==> src/rtl/branch_update_queue.sv <==
// ---------------------------------------------------------------------------
// branch_update_queue
//
// Sits between the execute stage and the BTB. Each resolved control-transfer
// instruction is classified as correctly predicted, mispredicted, and/or
// needing a BTB update. Mispredictions raise a registered one-cycle redirect
// pulse with the correct fetch PC. BTB updates are buffered in a small
// circular FIFO and drained one per cycle into the BTB whenever upd_hold is
// low. Consecutive updates for the same PC coalesce in the newest entry.
//
// Ports
//   clk, rst         : clock and synchronous active-high reset
//   ex_valid         : resolved control-transfer present this cycle
//   ex_pc            : PC of the resolved instruction
//   ex_taken         : actual direction (1 = taken)
//   ex_target        : actual target, BTB target format (33 bits)
//   ex_pred_hit      : fetch-time BTB hit for this instruction
//   ex_pred_target   : fetch-time BTB target for this instruction
//   upd_hold         : blocks draining while high
//   valid_out        : BTB write strobe (head entry valid and not held)
//   branch_PC        : head-entry PC
//   branch_target    : head-entry target
//   redirect         : registered misprediction flush pulse
//   redirect_pc      : correct fetch PC, holds while redirect is low
//   q_count          : current occupancy
//   mispred_cnt      : saturating misprediction counter
//   drop_cnt         : saturating dropped-update counter
// ---------------------------------------------------------------------------
module branch_update_queue #(
    parameter int DEPTH = 4
) (
    input  logic                       clk,
    input  logic                       rst,
    input  logic                       ex_valid,
    input  logic [31:0]                ex_pc,
    input  logic                       ex_taken,
    input  logic [32:0]                ex_target,
    input  logic                       ex_pred_hit,
    input  logic [32:0]                ex_pred_target,
    input  logic                       upd_hold,
    output logic                       valid_out,
    output logic [31:0]                branch_PC,
    output logic [32:0]                branch_target,
    output logic                       redirect,
    output logic [31:0]                redirect_pc,
    output logic [$clog2(DEPTH):0]     q_count,
    output logic [15:0]                mispred_cnt,
    output logic [7:0]                 drop_cnt
);

    localparam int AW = $clog2(DEPTH);
    localparam int CW = AW + 1;
    localparam logic [CW-1:0] FULL_COUNT = CW'(DEPTH);

    // Entry storage, intentionally not reset.
    logic [31:0] pc_mem  [DEPTH];
    logic [32:0] tgt_mem [DEPTH];

    logic [AW-1:0] rd_ptr_q, rd_ptr_d;
    logic [AW-1:0] wr_ptr_q, wr_ptr_d;
    logic [CW-1:0] count_q, count_d;
    logic          redirect_q, redirect_d;
    logic [31:0]   redirect_pc_q, redirect_pc_d;
    logic [15:0]   mispred_cnt_q, mispred_cnt_d;
    logic [7:0]    drop_cnt_q, drop_cnt_d;

    logic          empty;
    logic          full;
    logic          pop;
    logic          tgt_mismatch;
    logic          mispred;
    logic          need_upd;
    logic [AW-1:0] newest;
    logic          newest_popped;
    logic          coalesce;
    logic          push;
    logic          drop;

    always_comb begin
        empty         = (count_q == '0);
        full          = (count_q == FULL_COUNT);
        pop           = !empty && !upd_hold;
        tgt_mismatch  = (ex_pred_target != ex_target);

        mispred  = ex_valid && ((ex_pred_hit && !ex_taken) ||
                                (ex_taken && !ex_pred_hit) ||
                                (ex_taken && tgt_mismatch));
        need_upd = ex_valid && ex_taken && (!ex_pred_hit || tgt_mismatch);

        // The newest entry is the head only when exactly one entry is held;
        // if that entry is leaving this cycle it can no longer be merged into.
        newest        = wr_ptr_q - AW'(1);
        newest_popped = pop && (count_q == CW'(1));
        coalesce      = need_upd && !empty && !newest_popped &&
                        (pc_mem[newest] == ex_pc);

        // A full queue still takes a push when the head leaves this cycle;
        // the write slot then equals the slot being read out.
        push = need_upd && !coalesce && (!full || pop);
        drop = need_upd && !coalesce && full && !pop;

        rd_ptr_d = pop  ? rd_ptr_q + AW'(1) : rd_ptr_q;
        wr_ptr_d = push ? wr_ptr_q + AW'(1) : wr_ptr_q;

        count_d = count_q;
        if (push && !pop) begin
            count_d = count_q + CW'(1);
        end else if (pop && !push) begin
            count_d = count_q - CW'(1);
        end

        redirect_d    = mispred;
        redirect_pc_d = redirect_pc_q;
        if (mispred) begin
            redirect_pc_d = ex_taken ? ex_target[31:0] : ex_pc + 32'd4;
        end

        mispred_cnt_d = mispred_cnt_q;
        if (mispred && (mispred_cnt_q != '1)) begin
            mispred_cnt_d = mispred_cnt_q + 16'd1;
        end

        drop_cnt_d = drop_cnt_q;
        if (drop && (drop_cnt_q != '1)) begin
            drop_cnt_d = drop_cnt_q + 8'd1;
        end
    end

    always_ff @(posedge clk) begin
        if (rst) begin
            rd_ptr_q      <= '0;
            wr_ptr_q      <= '0;
            count_q       <= '0;
            redirect_q    <= 1'b0;
            redirect_pc_q <= '0;
            mispred_cnt_q <= '0;
            drop_cnt_q    <= '0;
        end else begin
            rd_ptr_q      <= rd_ptr_d;
            wr_ptr_q      <= wr_ptr_d;
            count_q       <= count_d;
            redirect_q    <= redirect_d;
            redirect_pc_q <= redirect_pc_d;
            mispred_cnt_q <= mispred_cnt_d;
            drop_cnt_q    <= drop_cnt_d;
        end
    end

    // Storage writes are gated by rst so a same-cycle reset drops the push.
    always_ff @(posedge clk) begin
        if (!rst) begin
            if (push) begin
                pc_mem[wr_ptr_q]  <= ex_pc;
                tgt_mem[wr_ptr_q] <= ex_target;
            end else if (coalesce) begin
                tgt_mem[newest]   <= ex_target;
            end
        end
    end

    assign valid_out     = pop;
    assign branch_PC     = pc_mem[rd_ptr_q];
    assign branch_target = tgt_mem[rd_ptr_q];
    assign redirect      = redirect_q;
    assign redirect_pc   = redirect_pc_q;
    assign q_count       = count_q;
    assign mispred_cnt   = mispred_cnt_q;
    assign drop_cnt      = drop_cnt_q;

endmodule
==> config.mk <==
export PLATFORM = sky130hd
export DESIGN_NAME = branch_update_queue
export DESIGN_NICKNAME = d
export VERILOG_FILES = /design/src/rtl/branch_update_queue.sv
export SDC_FILE = /design/constraint.sdc
export NUM_CORES = 1
export LEC_CHECK = 0
export BUFFER_PORTS_ARGS = -buffer_cell sky130_fd_sc_hd__buf_2
export CAP_MARGIN = 20
export CORE_MARGIN = 2
export CORE_UTILIZATION = 30
export CTS_CLUSTER_SIZE = 10
export DETAILED_ROUTE_END_ITERATION = 8
export PLACE_DENSITY_LB_ADDON = 0.25
export SLEW_MARGIN = 20
export SYNTH_ARGS = -nofsm -noshare
export SYNTH_HDL_FRONTEND = slang
export SYNTH_SLANG_ARGS = --single-unit
==> constraint.sdc <==
create_clock -name clk -period 6.8 [get_ports clk]
set_input_delay 0 -clock clk [delete_from_list [all_inputs] [get_ports clk]]
set_output_delay 0 -clock clk [all_outputs]
set_load 0.01 [all_outputs]
After elaboration in Yosys (flattened, before gate mapping):

Memory sizes are Yosys's and may differ from the RTL's. A register that Yosys moved wholly into a read port is not among the register bits.
Index checks and enable logic that the tools add are counted.
W data, S select, Z words.

* bits in registers: 64
* RAM bits: 260
* output and inout bits: 126
* logic and storage cells: 75
* memories kept: 2

* $add $sub $neg: 8
* equal/unequal tests: 6
* muxes and demuxes: 17
* reductions and logical operators: 35

Memory list
* tgt_mem: depth 4, bits a word 33, read ports 1, clocked after Yosys merged registers in 1, write ports 1, RTL line 57 `logic [32:0] tgt_mem [DEPTH];`
* pc_mem: depth 4, bits a word 32, read ports 2, clocked after Yosys merged registers in 1, write ports 1, RTL line 56 `logic [31:0] pc_mem [DEPTH];`

Operators with widths (number)
* $mux W33: 1
* $ne A33 B33 Y1: 1
* $reduce_or A33 Y1: 1
* $add A32 B3 Y32 const B: 1
* $eq A32 B32 Y1: 1
* $mux W32: 1
* $logic_and A1 B1 Y1: 19
* $add A16 B1 Y16 const B: 1
* $ne A16 B16 Y1 const B: 1
* $mux W2: 5
* $logic_not A1 Y1: 9
* $add A8 B1 Y8 const B: 1
* $mux W1: 8
* $ne A8 B8 Y1 const B: 1
* $mux W3: 2
* $add A2 B1 Y2 const B: 2
* $logic_or A1 B1 Y1: 4
* $add A3 B1 Y3 const B: 1
* $eq A3 B1 Y1 const B: 1
* $eq A3 B3 Y1 const B: 1
* $logic_not A3 Y1: 1
* $sub A3 B1 Y3 const B: 1
* $reduce_bool A2 Y1: 1
* $sub A2 B1 Y2 const B: 1

Logic depth before layout (Yosys ltp):

Gate-level depths: netlist of the first run.

* depth in word-level cells: 15
* depth in mapped cells: 18
* gate-level depth less buffers: 13

Worst setup path after synthesis of the first run:

OpenSTA, ideal clock, no wires.

* kind: register -> register
* start point: reg wr_ptr_q[0]
* end point: mem tgt_mem[0][0], enable pin
* setup time: 427 ps
* arrival time: 4738 ps
* required time: 6373 ps
* slack: 1634 ps
* cell stages (with the launch flop): 15
* path buffers: 6
* period minus slack after synthesis: 5166 ps
* cell sequence: dfxtp_1 -> buf_6 -> buf_12 -> buf_4 -> inv_1 -> ha_1 -> buf_2 -> buf_2 -> mux4_2 -> xor2_1 -> nor4_1 -> nand4_1 -> buf_2 -> or2_4 -> o21ai_1

* cells in the longest elaborated chain, start to end: 12
* elaborated cells between the ends (all ways): 17

RTL lines
* from (decl): RTL line 60 `logic [AW-1:0] wr_ptr_q, wr_ptr_d;`
* from (signal assigned): RTL line 140 `wr_ptr_q <= wr_ptr_d;`
* $sub A2 B1 Y2 (*): RTL line 92 `newest = wr_ptr_q - AW'(1);`
* via newest[0]: RTL line 73 `logic [AW-1:0] newest;`
* $mem_v2 Z4 W32
* $eq A32 B32 Y1: RTL line 95 `(pc_mem[newest] == ex_pc);`
* $logic_and A1 B1 Y1: RTL line 94 `coalesce = need_upd && !empty && !newest_popped &&`
* $logic_not A1 Y1: RTL line 99 `push = need_upd && !coalesce && (!full || pop);`
* $logic_and A1 B1 Y1 (2 in series): RTL line 99
* $mux W1: RTL line 152 `if (push) begin`
* $mux W1: RTL line 151 `if (!rst) begin`
* $mux W1 (not written as such): RTL line 156 `tgt_mem[newest] <= ex_target;`
* $reduce_or A33 Y1 (no source line)
* $mux W2 (no source line) / $mux W1 (equally long branches)
* to (decl): RTL line 57

The timed path passes the listed nets; every way through them passes the cells marked *.

Worst setup path in the final report of the first run:

* start point: reg wr_ptr_q[1]
* end point: mem tgt_mem[0][26], enable pin

* cells in the longest elaborated chain, start to end: 12
* elaborated cells between the ends (all ways): 17

RTL lines (RTL line)
* $sub A2 B1 Y2: 92
* $mem_v2 Z4 W32
* $eq A32 B32 Y1: 95
* $logic_and A1 B1 Y1: 94
* $logic_not A1 Y1: 99
* $logic_and A1 B1 Y1 (2 in series): 99
* $mux W1: 152
* $mux W1: 151
* $mux W1 (not written as such): 156
* $reduce_or A33 Y1 (no source line)
* $mux W2 (no source line) / $mux W1 (equally long branches)

Parallel ways exist; a longest one is shown, timed or not.

==> results.sh, run 1 <==
export IMPL_synthAdderAreaFrac=0.0101
export IMPL_r2r_start="wr_ptr_q[1]"
export IMPL_setup_ws_ns=2.01
export IMPL_crit_path_top_delay_cell="ha_1"
export IMPL_dieArea_um2=51200
export IMPL_ys_ff_latch=326
export IMPL_hold_class="in -> reg"
export IMPL_setup_tns_final_ns=0
export IMPL_synth_edff_count=260
export IMPL_ioPinCount=230
export IMPL_relSlewSlack=0.370
export IMPL_timing_fmax_ghz=0.209
export IMPL_grt_pass1_vias=9975
export IMPL_critPathBufInv=3
export IMPL_overflow=0
export IMPL_period_share=0.704
export IMPL_synth_compound_area_frac=0.0491
export IMPL_synth_top_area_frac=0.527
export IMPL_yosysSeqAreaShare=0.616
export IMPL_skew_ns=0.0129
export IMPL_rows=81
export IMPL_cp_cell_sequence="inv_1 > ha_1 > buf_4 > mux4_2 > xnor2_1 > o2111ai_1 > nor3_1 > nand4_1 > or2_4 > o21ai_4 > buf_4"
export IMPL_area_delta_synth_final_pct=25.3
export IMPL_grt_max_degree=71
export IMPL_min_from="ex_taken"
export IMPL_slowest_delay_ns=0.62
export IMPL_start_util=0.303
export IMPL_power_density_nw_per_um2=289
export IMPL_clk_pin_slew_ns=0.06
export IMPL_gp_congestion=0.778
export IMPL_drt_initial_drc_count=737
export IMPL_syn_cell_area_um2=14800
export IMPL_antenna_left=0
export IMPL_port_buffers=229
export IMPL_drt_wl_total_mm=44.7
export IMPL_critPathKind="reg -> reg"
export IMPL_endpoint_kind="register"
export IMPL_cts_tree="yes"
export IMPL_synth_xor_area_frac=0.0609
export IMPL_syn_inst=1019
export IMPL_chipHeight_um=226
export IMPL_yosys_warnings=0
export IMPL_die_width_um=226
export IMPL_cp_arrival_ns=5.04
export IMPL_synth_async_reset_ratio=0
export IMPL_first_pass_iters=5
export IMPL_antenna_found_initial=3
export IMPL_finalSetupViolations=0
export IMPL_place_hpwl_mm=31.2
export IMPL_clock_path_buffers=3
export IMPL_grt_total_usage=0.173
export IMPL_drive_gt1_frac=0.296
export IMPL_clock_sinks=326
export IMPL_synth_flop_cell="edfxtp_1"
export IMPL_fin_nets=1430
export IMPL_synth_mux_area_frac=0.158
export IMPL_crit_family="simple AND/OR/NAND/NOR gates"
export IMPL_cts_resized=0
export IMPL_p_leak_nw=6.38
export IMPL_final_hold_viol_count=0
export IMPL_via_count=9945
export IMPL_synth_area_leader_cell="edfxtp_1"
export IMPL_ir_worst_vdd_v=0.000202
export IMPL_syn_avg_cell_area_um2=14.5
export IMPL_drc=0
export IMPL_grt_pass1_wl_mm=64.6
export IMPL_dp_slack_ns=2.03
export IMPL_required_ns=7.06
export IMPL_syn_num_nets=1135
export IMPL_ctsRootBufferMaster="clkbuf_16"
export IMPL_synthDistinctLibCells=50
export IMPL_synth_top_family_by_area="multiplexers"
export IMPL_ys_top_cells_by_area="edfxtp_1, mux4_2, dfxtp_1, xnor2_1, xor2_1"
export IMPL_viasPerCell=4.96
export IMPL_rsz0062_at_grt="no"
export IMPL_worstSetupStartpointType="register"
export IMPL_numCtsBuffers=40
export IMPL_design_core_area_um2=48800
export IMPL_wire_per_inst_um=22.3
export IMPL_drv_slew=0
export IMPL_h_tree_depth=2
export IMPL_synthSimpleGateAreaFrac=0.0830
export IMPL_insertion_delay_ns=0.57
export IMPL_crit_path_start="wr_ptr_q[1]"
export IMPL_crit_top_cell="buf_4"
export IMPL_worstPathMaxFanout=22
export IMPL_worstMarginPinSlew_ns=0.920
export IMPL_status="finished clean"
export IMPL_fin_crit_ns=4.79
export IMPL_maxCapViolCount=0
==> power breakdown <==
part	internal, mW	leakage, nW	switching [mW]
clock	1.11	0.567	0.829
sequential	2.22	2.89	0.0798
combinational	0.516	2.92	0.615
total	3.85	6.38	1.52
==> flip-flops by register name, summed over array words and instances (netlist names), named ones only <==
register / cells
tgt_mem: 132
pc_mem: 128
redirect_pc: 32
mispred_cnt: 16
drop_cnt: 8
q_count: 3
rd_ptr_q: 2
wr_ptr_q: 2
redirect: 1
==> cell families (layout without fill, tap and decap cells) <==
| kind of cell | count (synthesis) | in the layout |
|---|---|---|
| DFF | 326 | 326 |
| and+or+nand+nor | 258 | 258 |
| muxes | 122 | 122 |
| AOI/OAI and AO/OA | 121 | 121 |
| xor gates and xnor gates | 103 | 103 |
| buffers and inverters | 77 | 398 |
| adders and majority gates | 12 | 12 |
| other | 0 | 2 |
==> worst min-delay path: stages <==
cell and delay (ns):
buf_4 0.29, mux2i_1 0.22, a211oi_1 0.08
==> placed cells by master, fill, tap and decap left out, drive strengths merged, types with 12 or more instances in the layout <==
cell	Yosys	final
dlygate4sd3	0	67
mux4	89	89
nor3	17	17
ha	12	12
a21oi	44	44
clkbuf	45	59
edfxtp	260	260
nand2	106	106
nand4	13	13
xnor2	57	57
dfxtp	66	66
nand3	21	21
buf	14	245
o21ai	38	38
nor4	17	17
xor2	46	46
inv	18	20
nor2	39	39
mux2i	24	24
==> cell usage after synthesis, types with 3 or more instances <==
cell type / instances
mux2i_1: 24
clkbuf_1: 45
a2111oi_0: 4
nand2_1: 106
nor2b_1: 10
o21a_1: 3
or3_1: 5
nor2_1: 39
o2111ai_1: 6
a21oi_1: 44
a211oi_1: 6
o211ai_1: 9
o21ai_0: 33
buf_2: 4
buf_4: 3
mux4_2: 89
nor4_1: 17
o21ai_1: 5
ha_1: 12
mux2_2: 4
inv_1: 18
xor2_1: 46
and4_1: 5
or4_1: 5
nand4_1: 13
nand3_1: 21
nand2b_1: 4
buf_1: 4
dfxtp_1: 66
and3_1: 11
xnor2_1: 57
nor3_1: 17
edfxtp_1: 260
mux2_1: 5
==> layout make-up <==
type                       instances  area [um^2]
sequential                       326         9140
tap                              664          831
antenna                            2         5.00
inverter                          18         67.6
clock inverter                     9          100
multi-input combinational        616         5410
fill                            4692        30300
clock buffer                      59         1080
timing repair buffer             312         1940
==> through the flow <==
stage	cell area, um^2	hold slack (ns)	util	total power [mW]	instances
global route	18600	0.122	0.380	5.60	2006
detailed placement	16700	0.284	0.342	3.46	1869
floorplan	14800	0.0733	-	3.00	1019
finish	18600	0.0956	0.380	5.37	2006
CTS	18600	0.196	0.380	5.46	2004
global placement	16700	0.280	0.342	3.46	1869
==> per-layer routing <==
layer  up-vias  track usage  part of all wire
met4         2       0.0499             0.021
met1      4940        0.231              0.43
li1       4500            -                 -
met5         -            0           0.00016
met2       444        0.283              0.47
met3        59       0.0393             0.082
==> final timing paths <==
| path | to | slack [ns] | cells past startpoint |
|---|---|---|---|
| max reg2reg | tgt_mem[0][26] | 2.01 | 11 |
| min reg2reg | redirect_pc[6] | 0.45 | 2 |
| min | redirect_pc[0] | 0.1 | 3 |
| max | tgt_mem[0][26] | 2.01 | 11 |
==> what timing repair did <==
item	in CTS	in global routing
hold buffers	67	0
hold endpoints to repair	305	0
buffers inserted	0	0
Note: power is estimated with default switching activity, not from simulation.
==> run 2: changes to the inputs <==
- clock period: 6.8 -> 4.8 ns (I/O delays scaled with it)
==> run 2 against run 1 <==
Against the previous run:
- clock-buffer cell count fell by 5
- register-to-register slack lost 1.1 ns
- total power increased by 42%
- critical path depth is the same
- via count decreased by 0.12%
- worst setup slack worse by 1.1 ns
- combinational power up 37%
- worst hold slack better by 0.061 ns
- fmax rose by 24%
- cell count barely moved
- sequential share of layout area shrank 0.056 points
==> results.sh, run 2 (synthesis gave the netlist of run 1 again) <==
export IMPL_status="finished clean"
export IMPL_cts_resized=0
export IMPL_dieArea_um2=51200
export IMPL_crit_top_cell="buf_4"
export IMPL_worstSetupStartpointType="register"
export IMPL_p_sw_mw=2.15
export IMPL_path_depth=11
export IMPL_finalNonFillerCells=2008
export IMPL_gr_usage_met1=0.236
export IMPL_r2r_slack_ns=0.93
export IMPL_design_core_area_um2=48800
export IMPL_p_int_mw=5.47
export IMPL_critPathKind="reg -> reg"
export IMPL_start_util=0.303
export IMPL_die_width_um=226
export IMPL_crit_family="buffers and inverters"
export IMPL_numCtsBuffers=40
export IMPL_fin_crit_ns=3.87
export IMPL_place_hpwl_mm=30.2
export IMPL_ctsRootBufferMaster="clkbuf_16"
export IMPL_grt_busiest_layer="met2"
export IMPL_endpoint_kind="register"
export IMPL_layout_commonest_cell="edfxtp_1"
export IMPL_power_density_nw_per_um2=409
export IMPL_area_delta_synth_final_pct=25.4
export IMPL_maxCapViolCount=0
export IMPL_grt_total_usage=0.171
export IMPL_worstMarginPinSlew_ns=0.961
export IMPL_setup_tns_final_ns=0
export IMPL_crit_path_top_delay_cell="or4_1"
export IMPL_clock_sinks=326
export IMPL_clock_path_buffers=3
export IMPL_critPathBufInv=4
export IMPL_netSwitchingFraction=0.282
export IMPL_viasPerCell=4.95
export IMPL_grtUsageMet3=0.0367
export IMPL_port_buffers=229
export IMPL_drt_initial_drc_count=797
export IMPL_skew_ns=0.0193
export IMPL_final_hold_viol_count=0
export IMPL_slowest_delay_ns=0.55
export IMPL_timing_fmax_ghz=0.258
export IMPL_overflow=0
export IMPL_cp_cell_sequence="inv_1 > ha_1 > buf_4 > mux4_2 > xnor2_1 > nand4_1 > or4_1 > buf_4 > or2_4 > o21ai_4 > buf_4"
export IMPL_hold_end="redirect_pc[6]"
export IMPL_min_path_cells=5
export IMPL_fin_nets=1435
export IMPL_antenna_found_initial=2
export IMPL_required_ns=5.00
export IMPL_grt_max_degree=71
export IMPL_min_from="ex_valid"
export IMPL_regMostFlops="tgt_mem"
export IMPL_rows=81
export IMPL_cts_setup_buffers=0
export IMPL_mostFrequentLayoutCells="edfxtp_1, buf_2, nand2_1"
export IMPL_dp_cells=1874
export IMPL_grt_pass1_wl_mm=64.0
export IMPL_largest_register_ffs=132
export IMPL_drt_wl_total_mm=44.3
export IMPL_antenna_left=0
export IMPL_rsz0062_at_grt="no"
export IMPL_worstPathMaxFanout=33
export IMPL_relSlewSlack=0.353
export IMPL_ir_worst_vdd_v=0.000215
export IMPL_chipHeight_um=226
export IMPL_wire_per_inst_um=22.1
export IMPL_clk_pin_slew_ns=0.06
export IMPL_p_comb_frac=0.204
export IMPL_p_leak_nw=6.41
export IMPL_drc=0
export IMPL_period_share=0.807
export IMPL_first_pass_iters=6
export IMPL_r2r_start="wr_ptr_q[1]"
export IMPL_via_count=9933
export IMPL_cp_arrival_ns=4.07
export IMPL_grt_pass1_vias=9802
export IMPL_drive_gt1_frac=0.299
export IMPL_drv_slew=0
export IMPL_reg2reg_depth=11
export IMPL_r2r_end="tgt_mem[3][30]"
export IMPL_use_met2=0.271
export IMPL_seq_power_share=0.435
export IMPL_finalSetupViolations=0
export IMPL_hold_class="in -> reg"
export IMPL_insertion_delay_ns=0.56
export IMPL_pwr_share_clk=0.361
export IMPL_gp_congestion=0.766
export IMPL_cts_tree="yes"
export IMPL_h_tree_depth=2
export IMPL_ioPinCount=230
-- run 2: cell count changes in the layout (fill, tap and decap cells not counted), sizes merged --
cell,change
clkbuf,-5
clkinv,+3
diode,-1
clkinvlp,-1
bufinv,+1
buf,+5
-- run 2: through the flow --
stage	total power, mW	util	hold slack (ns)	cell area [um^2]	setup WS [ns]
2_1_floorplan	4.24	-	0.0733	14800	-0.366
3_3_place_gp	4.91	0.343	0.274	16800	0.978
3_5_place_dp	4.91	0.343	0.278	16800	0.919
4_1_cts	7.73	0.381	0.168	18600	0.892
5_1_grt	7.93	0.381	0.227	18600	0.645
6_report	7.61	0.381	0.157	18600	0.926
-- run 2: how the worst max path moves through the flow --
stage / from / end / slack, ns
after detailed placement: wr_ptr_q[1] / tgt_mem[3][22] / 0.92
after global placement: wr_ptr_q[1] / tgt_mem[2][23] / 0.98
after floorplan: wr_ptr_q[0] / tgt_mem[0][0] / -0.37
after global routing: wr_ptr_q[1] / tgt_mem[1][28] / 0.65
after CTS: wr_ptr_q[1] / tgt_mem[2][28] / 0.89
final: wr_ptr_q[1] / tgt_mem[3][30] / 0.93
-- run 2: timing repair --
item / 4_1_cts / 5_1_grt
hold buffers: 67 / 0
endpoints found under the setup margin: 0 / 0
endpoints found under the hold margin: 298 / 0
-- run 2: worst register-to-register path, stage by stage, from the launching register on --
cell	delay (ns)
dfxtp_1	0.41
inv_1	0.14
ha_1	0.30
buf_4	0.31
mux4_2	0.39
xnor2_1	0.15
nand4_1	0.11
or4_1	0.55
buf_4	0.22
or2_4	0.32
o21ai_4	0.14
buf_4	0.45
-- run 2: cell type report --
type	instances	area, um^2
Tap cell	664	831
Antenna cell	1	2.50
Clock inverter	12	110
Multi-Input combinational cell	616	5400
Fill cell	4720	30300
Timing Repair Buffer	317	1990
Sequential cell	326	9140
Inverter	18	67.6
Clock buffer	54	1050
-- run 2: routing by layer --
metal,vias up,wire length [um]
li1,4519,-
met1,5005,19600
met2,355,20700
met3,52,3260
met4,2,794
met5,-,10
-- run 2: power by group through the flow --
stage,Clock [mW],Combinational (mW),Sequential (mW)
floorplan,0,0.993,3.25
global placement,0,1.53,3.38
detailed placement,0,1.52,3.38
CTS,2.83,1.58,3.32
global route,2.93,1.66,3.34
finish,2.75,1.55,3.31
==> run 3: changes to the inputs <==
- clock period: 4.8 -> 3.2 ns (I/O delays scaled with it)
==> run 3 against run 2 <==
Against the previous run:
- cell count rose by 2.2%
- combinational power is 63% higher
- critical path depth is 2 higher
- worst setup slack worse by 0.95 ns
- the run now ends with setup timing left
- sequential power is 50% higher
- non-clock buffer count is 40 higher
- register-to-register slack worse by 0.95 ns
- clock-buffer cell count grew 9
- sequential share of layout area decreased by 1.7 points
- global-route usage up 0.29 points
- sequential cell count unchanged
- clock power increased by 50%
==> results.sh, run 3 (synthesis gave the netlist of run 1 again) <==
export IMPL_status="finished, violations left"
export IMPL_violations="setup timing"
export IMPL_largest_register_ffs=132
export IMPL_clock_sinks=326
export IMPL_cp_cell_sequence="inv_6 > ha_4 > buf_12 > buf_12 > mux4_2 > xnor2_2 > nand4_1 > or4_4 > o21a_4 > ha_4 > mux2i_1 > or3_1 > a21oi_1"
export IMPL_drive_gt1_frac=0.327
export IMPL_period_share=1.01
export IMPL_via_count=10100
export IMPL_p_total_mw=11.6
export IMPL_die_width_um=226
export IMPL_skew_ns=0.0274
export IMPL_drt_initial_drc_count=773
export IMPL_cts_tree="yes"
export IMPL_grt_max_degree=62
export IMPL_wire_per_inst_um=21.6
export IMPL_final_hold_viol_count=0
export IMPL_worstMarginPinSlew_ns=0.739
export IMPL_first_pass_iters=5
export IMPL_crit_path_top_delay_cell="or4_4"
export IMPL_grt_total_usage=0.174
export IMPL_pwr_share_clk=0.355
export IMPL_antenna_left=0
export IMPL_p_sw_mw=3.26
export IMPL_area_delta_synth_final_pct=29.9
export IMPL_design_core_area_um2=48800
export IMPL_required_ns=3.68
export IMPL_netSwitchingFraction=0.281
export IMPL_overflow=0
export IMPL_drc=0
export IMPL_maxCapViolCount=0
export IMPL_ioPinCount=230
export IMPL_worstPathMaxFanout=6
export IMPL_mostFrequentLayoutCells="edfxtp_1, buf_2, nand2_1"
export IMPL_slowest_delay_ns=0.57
export IMPL_place_hpwl_mm=31.1
export IMPL_hold_class="in -> reg"
export IMPL_port_buffers=229
export IMPL_relSlewSlack=0.508
export IMPL_regMostFlops="tgt_mem"
export IMPL_critPathKind="reg -> reg"
export IMPL_worstSetupStartpointType="register"
export IMPL_p_leak_nw=6.69
export IMPL_grt_pass1_wl_mm=65.1
export IMPL_ir_worst_vdd_v=0.000458
export IMPL_finalSetupViolations=15
export IMPL_rows=81
export IMPL_hold_worst_slack_ns=0.131
export IMPL_crit_family="simple AND/OR/NAND/NOR gates"
export IMPL_critPathBufInv=3
export IMPL_seq_power_share=0.427
export IMPL_setup_ws_ns=-0.0205
export IMPL_layout_commonest_cell="edfxtp_1"
export IMPL_antenna_found_initial=2
export IMPL_chipHeight_um=226
export IMPL_p_comb_frac=0.218
export IMPL_power_density_nw_per_um2=604
export IMPL_fin_nets=1475
export IMPL_start_util=0.303
export IMPL_viasPerCell=4.93
export IMPL_gp_congestion=0.775
export IMPL_fin_crit_ns=3.22
export IMPL_endpoint_kind="register"
export IMPL_insertion_delay_ns=0.57
export IMPL_clock_path_buffers=3
export IMPL_h_tree_depth=2
export IMPL_rsz0062_at_grt="yes"
export IMPL_numCtsBuffers=40
export IMPL_drt_wl_total_mm=44.4
export IMPL_timing_fmax_ghz=0.311
export IMPL_dieArea_um2=51200
export IMPL_ctsRootBufferMaster="clkbuf_16"
export IMPL_cp_arrival_ns=3.70
export IMPL_drv_slew=0
export IMPL_grt_pass1_vias=10000
export IMPL_p_int_mw=8.36
export IMPL_clk_pin_slew_ns=0.05
export IMPL_setup_tns_final_ns=-0.0853
-- run 3: cell types whose count changed in the layout (fill, tap and decap cells not counted), moves of 4 or more --
cell and delta:
and3_1 -4, buf_4 +21, clkbuf_1 +7, and3_4 +4, buf_12 +14
-- run 3: worst paths after layout --
check                                    start              to  slack [ns]  cells past startpoint
worst max-delay path               wr_ptr_q[0]      q_count[2]       -0.02                     13
worst min-delay path               ex_pred_hit  mispred_cnt[1]        0.13                      6
worst max register to register     wr_ptr_q[0]      q_count[2]       -0.02                     13
worst min register to register  redirect_pc[7]  redirect_pc[7]        0.45                      2
-- run 3: cell type report --
class,instances,area (um^2)
clock buffer,63,1110
antenna,1,2.50
multi-input combinational,616,5480
clock inverter,7,98.8
timing repair buffer,357,2510
tap,664,831
inverter,18,72.6
fill,4675,29600
sequential,326,9140
-- run 3: worst register-to-register path: cells and delay by family (launching register included) --
family,cells,cell delay (ns)
buf+inv,3,0.26
compound gates,2,0.39
xor+xnor,1,0.18
fa+ha+maj,2,0.49
flops,1,0.41
mux,2,0.44
simple gates,3,0.97
-- run 3: power groups by stage --
stage	logic [mW]	registers, mW	clock network [mW]
6_report	2.53	4.96	4.13
5_1_grt	2.72	5.01	4.44
4_1_cts	2.57	4.98	4.26
3_5_place_dp	2.42	5.07	0
3_3_place_gp	2.42	5.07	0
2_1_floorplan	1.53	4.87	0
-- run 3: layer usage --
layer / part of all wire / global-route usage
met5: 0.00025 / 0
met4: 0.023 / 0.0516
met3: 0.064 / 0.0337
met2: 0.47 / 0.280
met1: 0.44 / 0.238
-- run 3: what timing repair did --
item	CTS	global route
buffers inserted	10	2
gates cloned	1	0
gates resized for setup	6	4
hold buffers	67	0
endpoints found under the setup margin	263	262
endpoints found under the hold margin	303	0
pin swaps	8	5
-- run 3: through the flow --
stage | std cells | worst slack, ns | util | instance area, um^2
final | 2052 | -0.0205 | 0.394 | 19200
after global routing | 2052 | -0.128 | 0.394 | 19200
after CTS | 2049 | -0.00205 | 0.393 | 19200
after detailed placement | 1901 | -0.130 | 0.351 | 17200
after global placement | 1901 | -0.161 | 0.351 | 17200
after floorplan | 1019 | -0.617 | - | 15000
